`src/rtl/fifo_wr_arbiter_pkg.sv`:
```
// Shared types and default sizing for the async FIFO.
// Used by the write-side arbiter and the read side.
package pkg;

  localparam int ADDR_WIDTH = 4;
  localparam int DATA_WIDTH = 32;
  localparam int NUM_REQ    = 4;
  localparam int MAX_BURST  = 8;

  typedef enum logic {
    ARB_IDLE,
    ARB_GRANT
  } arb_state_e;

endpackage

```
`src/rtl/fifo_wr_arbiter_rr_pick.sv`:
```
// Combinational round-robin picker.
// Searches upward from ptr, wrapping at NUM_REQ.
module rr_pick #(
  parameter int NUM_REQ = 4,
  parameter int GW      = $clog2(NUM_REQ)
) (
  input  logic [NUM_REQ-1:0] req,
  input  logic [GW-1:0]      ptr,
  output logic [GW-1:0]      gnt_idx,
  output logic               any
);

  localparam logic [GW:0] NR = (GW+1)'(NUM_REQ);

  logic [GW:0] w_sum;

  // Scan from the farthest offset down so the nearest request wins.
  always_comb begin
    gnt_idx = '0;
    w_sum   = '0;
    for (int i = NUM_REQ - 1; i >= 0; i--) begin
      w_sum = {1'b0, ptr} + (GW+1)'(i);
      if (w_sum >= NR)
        w_sum = w_sum - NR;
      if (req[w_sum[GW-1:0]])
        gnt_idx = w_sum[GW-1:0];
    end
  end

  assign any = |req;

endmodule

```
`src/rtl/fifo_wr_arbiter.sv`:
```
// Write-side arbiter: round-robin with burst locking.
// Shares the FIFO write port among NUM_REQ requesters.
module fifo_wr_arbiter #(
  parameter int NUM_REQ    = pkg::NUM_REQ,
  parameter int DATA_WIDTH = pkg::DATA_WIDTH,
  parameter int MAX_BURST  = pkg::MAX_BURST
) (
  input  logic                               w_clk,
  input  logic                               wrst,
  input  logic [NUM_REQ-1:0]                 req_valid,
  input  logic [NUM_REQ-1:0][DATA_WIDTH-1:0] req_data,
  input  logic [NUM_REQ-1:0]                 req_last,
  output logic [NUM_REQ-1:0]                 req_ready,
  input  logic                               f_full,
  output logic                               w_en,
  output logic [DATA_WIDTH-1:0]              w_data,
  output logic [$clog2(NUM_REQ)-1:0]         grant_id,
  output logic                               busy
);

  import pkg::*;

  localparam int GW = $clog2(NUM_REQ);
  localparam int BW = $clog2(MAX_BURST + 1);
  localparam logic [GW-1:0] LAST_ID = GW'(NUM_REQ - 1);
  localparam logic [BW-1:0] LAST_BT = BW'(MAX_BURST - 1);

  arb_state_e    r_state;
  logic [GW-1:0] r_gid;
  logic [GW-1:0] r_ptr;
  logic [BW-1:0] r_beat;

  logic [GW-1:0] w_pick;
  logic          w_any;
  logic          w_grant;
  logic          w_xfer;
  logic          w_rel;

  rr_pick #(
    .NUM_REQ (NUM_REQ),
    .GW      (GW)
  ) u_pick (
    .req     (req_valid),
    .ptr     (r_ptr),
    .gnt_idx (w_pick),
    .any     (w_any)
  );

  assign w_grant = (r_state == ARB_GRANT);
  assign w_xfer  = w_grant && req_valid[r_gid] && !f_full;
  assign w_rel   = req_last[r_gid] || (r_beat == LAST_BT);

  // Data path is combinational so f_full gates w_en in the same cycle.
  always_comb begin
    req_ready = '0;
    w_data    = '0;
    if (w_grant) begin
      req_ready[r_gid] = !f_full;
      w_data           = req_data[r_gid];
    end
  end

  assign w_en     = w_xfer;
  assign grant_id = r_gid;
  assign busy     = w_grant;

  // Arbitration FSM: pick, hold for the burst, then one idle bubble.
  always_ff @(posedge w_clk) begin
    if (wrst) begin
      r_state <= ARB_IDLE;
      r_gid   <= '0;
      r_ptr   <= '0;
      r_beat  <= '0;
    end else begin
      unique case (r_state)
        ARB_IDLE: begin
          if (w_any) begin
            r_gid   <= w_pick;
            r_ptr   <= (w_pick == LAST_ID) ? '0 : w_pick + 1'b1;
            r_beat  <= '0;
            r_state <= ARB_GRANT;
          end
        end
        ARB_GRANT: begin
          if (w_xfer) begin
            if (w_rel) begin
              r_beat  <= '0;
              r_state <= ARB_IDLE;
            end else begin
              r_beat  <= r_beat + 1'b1;
            end
          end
        end
        default: r_state <= ARB_IDLE;
      endcase
    end
  end

endmodule
```
`config.mk`:
```
export PLATFORM = sky130hd
export DESIGN_NAME = fifo_wr_arbiter
export DESIGN_NICKNAME = d
export VERILOG_FILES = /design/src/rtl/fifo_wr_arbiter_pkg.sv /design/src/rtl/fifo_wr_arbiter_rr_pick.sv /design/src/rtl/fifo_wr_arbiter.sv
export SDC_FILE = /design/constraint.sdc
export NUM_CORES = 1
export LEC_CHECK = 0
export CORE_MARGIN = 3
export CORE_UTILIZATION = 31
export CTS_BUF_LIST = sky130_fd_sc_hd__clkbuf_4
export CTS_CLUSTER_DIAMETER = 50
export DETAILED_ROUTE_END_ITERATION = 6
export PLACE_DENSITY_LB_ADDON = 0.05
export SLEW_MARGIN = 30
export SYNTH_ARGS = -nofsm -noshare
export SYNTH_HDL_FRONTEND = slang
export SYNTH_SLANG_ARGS = --single-unit
```
`constraint.sdc`:
```
create_clock -name w_clk -period 2.6 [get_ports w_clk]
set_input_delay 0.39 -clock w_clk [delete_from_list [all_inputs] [get_ports w_clk]]
set_output_delay 0.39 -clock w_clk [all_outputs]
set_load 0.02 [all_outputs]
```
==> flow_summary.ini <==
[drt]
vias = 1972
first_pass_iters = 4
initialDrtViolationCount = 60
drt_wl_total_um = 7670
via_per_inst = 4.99
wl_per_cell_um = 19.4
drtAntennaViolNets = 0
drc_errors = 0

[cells_and_area]
nets = 470
drive_gt1_frac = 0.162
fill_cells = 365
area_delta_synth_final_pct = 121
layout_common_cells = clkdlybuf4s50_1 (175), mux4_2 (34), and2_1 (33)
antenna_cells = 0
mostFrequentLayoutCell = clkdlybuf4s50_1

[grt]
grt_use_total = 0.254
grt-ovfl-total = 0
grt_start_max_net_pins = 38
grt_pass1_wl_um = 12100
grt_pass1_vias = 2144
antenna_found_initial = 0

[setup_path]
crit_type = reg -> out
end_kind = output port
path_cells = buf_12 > mux4_2 > and2_1 > clkdlybuf4s50_1
regToRegEndpoint = r_beat[3]$_SDFFE_PP0P_
critPathRequiredTime_ns = 2.21
cp.arrival_ns = 2.13
slowest_stage = clkdlybuf4s50_1
ff2ff_path_depth = 5
path_max_fanout = 21
critPathTopFamily = buffers and inverters
critPathBufInv = 2
max_stage_delay_ns = 0.55
r2r-start = grant_id[0]$_SDFFE_PP0P_
critPathLaunchType = flip-flop
reg2reg_slack_ns = 0.85
cp.depth = 4

[floorplan]
initial_core_util = 0.331
rows = 25
die_h_um = 78.1
core_um2 = 4880
die_w_um = 78.1
die-area_um2 = 6100
ios = 179

[clock_tree]
root_buffer = clkbuf_4
h-tree-depth = 1
clockBufferDepth = 2
clk_pin_slew_ns = 0.06
clock_latency_ns = 0.27
cts_tree = done
numClockSinks = 9
cts_made_buffers = 3

[synth]
syn_avg_cell_area_um2 = 10.8
yosys_register_bits = 9
syn-cell-area_um2 = 1610
yosysWarnings = 0
ys_seq_area_frac = 0.112
syn-num-nets = 291
synth_cell_types = 34
syn_inst = 150

[power]
pwr-share-clk = 0.122
power_switching_mw = 0.332
p_int_mw = 0.683
combPwrFrac = 0.713
power_leakage_nw = 1.29
powerDensity_nw_per_um2 = 285
p_seq_frac = 0.166
ir_drop_v = 0.000266
swShare = 0.327

[sta]
fin_tns_setup_ns = 0
skew_ns = 0.000214
hold_viol = 0
setup_slack_ns = 0.0803
post-route-min-period_ns = 2.52
maxSlewHeadroom = 0.737
max_freq_ghz = 0.397
finalMaxSlewViolations = 0
finalCritPeriodShare = 0.969
whs_ns = 0.479
worst_slew_pin_slew_ns = 0.394
finalSetupViolCount = 0

[min_path]
min_path_type = reg -> reg
worstHoldStart = r_ptr[0]$_SDFFE_PP0P_
whs_endpoint = r_ptr[0]$_SDFFE_PP0P_
whs_path_depth = 2

[placement]
numPortBuffers = 178
gp_congestion = 0.831
hpwl_um = 6480
place_ws_ns = 0.147

[flow_run]
drv_cap = 0

[status]
status = complete, no violations
[stage by stage]
step / instances / total power, mW / utilization / instance area, um2
6_report: 395 / 1.01 / 0.729 / 3560
5_1_grt: 395 / 1.08 / 0.729 / 3560
4_1_cts: 395 / 1.03 / 0.727 / 3550
3_5_place_dp: 391 / 0.899 / 0.721 / 3520
3_3_place_gp: 391 / 0.885 / 0.721 / 3520
2_1_floorplan: 150 / 0.515 / - / 1610
[flip-flops by register name, indices dropped and copies added, names as in the netlist]
signal	count
grant_id	2
busy	1
r_ptr	2
r_beat	4
[power groups by stage]
stage,logic [mW],clock network (mW),registers (mW)
6_report,0.723,0.124,0.168
5_1_grt,0.775,0.130,0.171
4_1_cts,0.731,0.128,0.168
3_5_place_dp,0.728,0,0.171
3_3_place_gp,0.714,0,0.171
2_1_floorplan,0.351,0,0.164
[final cells by class]
| cell class | count | area [um2] | area share |
|---|---|---|---|
| tap | 67 | 83.8 | 0.0236 |
| clock buffer | 4 | 30.0 | 0.00844 |
| multi-input combinational | 121 | 1330 | 0.375 |
| sequential | 9 | 185 | 0.0521 |
| inverter | 6 | 22.5 | 0.00633 |
| timing repair buffer | 188 | 1900 | 0.535 |
[tightest hold or removal path: cells and delay by family (launching register included)]
family,cells,cell delay (ns)
flops,1,0.33
simple gates,1,0.06
compound gates,1,0.05
[synthesized netlist by cell type, drive strengths merged]
cell type / number / share of area
o32ai: 2 / 0.011
nor4: 4 / 0.025
a21boi: 2 / 0.0093
o31ai: 1 / 0.0047
nor3b: 1 / 0.0047
dfxtp: 9 / 0.11
or2: 1 / 0.0039
a21oi: 8 / 0.025
inv: 6 / 0.014
and3: 1 / 0.0039
mux4: 34 / 0.47
o21a: 1 / 0.0047
nor3: 2 / 0.0062
o2bb2ai: 1 / 0.0093
nor2: 7 / 0.018
o211ai: 1 / 0.0047
mux2i: 3 / 0.019
clkbuf: 6 / 0.014
ha: 2 / 0.016
and3b: 2 / 0.011
nand3: 1 / 0.0031
or3: 1 / 0.0039
nand2: 8 / 0.019
o22a: 1 / 0.0054
or4: 2 / 0.0093
buf: 8 / 0.033
and2: 33 / 0.13
nor2b: 1 / 0.0039
o221ai: 1 / 0.0054
[layer usage]
layer / global-route usage / routed length, um
met5: 0 / 0
met4: 0.0647 / 146
met3: 0.0722 / 577
met2: 0.458 / 4010
met1: 0.294 / 2940
[worst max path at each step]
stage,endpoint,start,slack (ns)
2_1_floorplan,w_data[26],grant_id[0]$_SDFFE_PP0P_,0.44
3_3_place_gp,w_en,req_valid[3],0.16
3_5_place_dp,w_en,req_valid[3],0.15
4_1_cts,w_data[16],grant_id[0]$_SDFFE_PP0P_,0.002
5_1_grt,w_data[19],grant_id[0]$_SDFFE_PP0P_,-0.00009
6_report,w_data[18],grant_id[0]$_SDFFE_PP0P_,0.08
[logic make-up (layout without fill, tap and decap cells)]
logic type,after synthesis,after routing,synth area share
multiplexers,37,37,0.493
AO/OA/AOI/OAI,18,18,0.0791
buffers and inverters,20,198,0.0613
flip-flops,9,9,0.112
adder cells (fa/ha/maj),2,2,0.0155
AND/OR/NAND/NOR,64,64,0.239
[repair_timing]
| action | CTS | global route |
|---|---|---|
| setup buffers | 0 | 0 |
| endpoints found under the setup margin | 0 | 26 |
| gates resized for setup | 0 | 4 |
| hold buffers | 0 | 0 |
(Power assumes the default switching activity.)
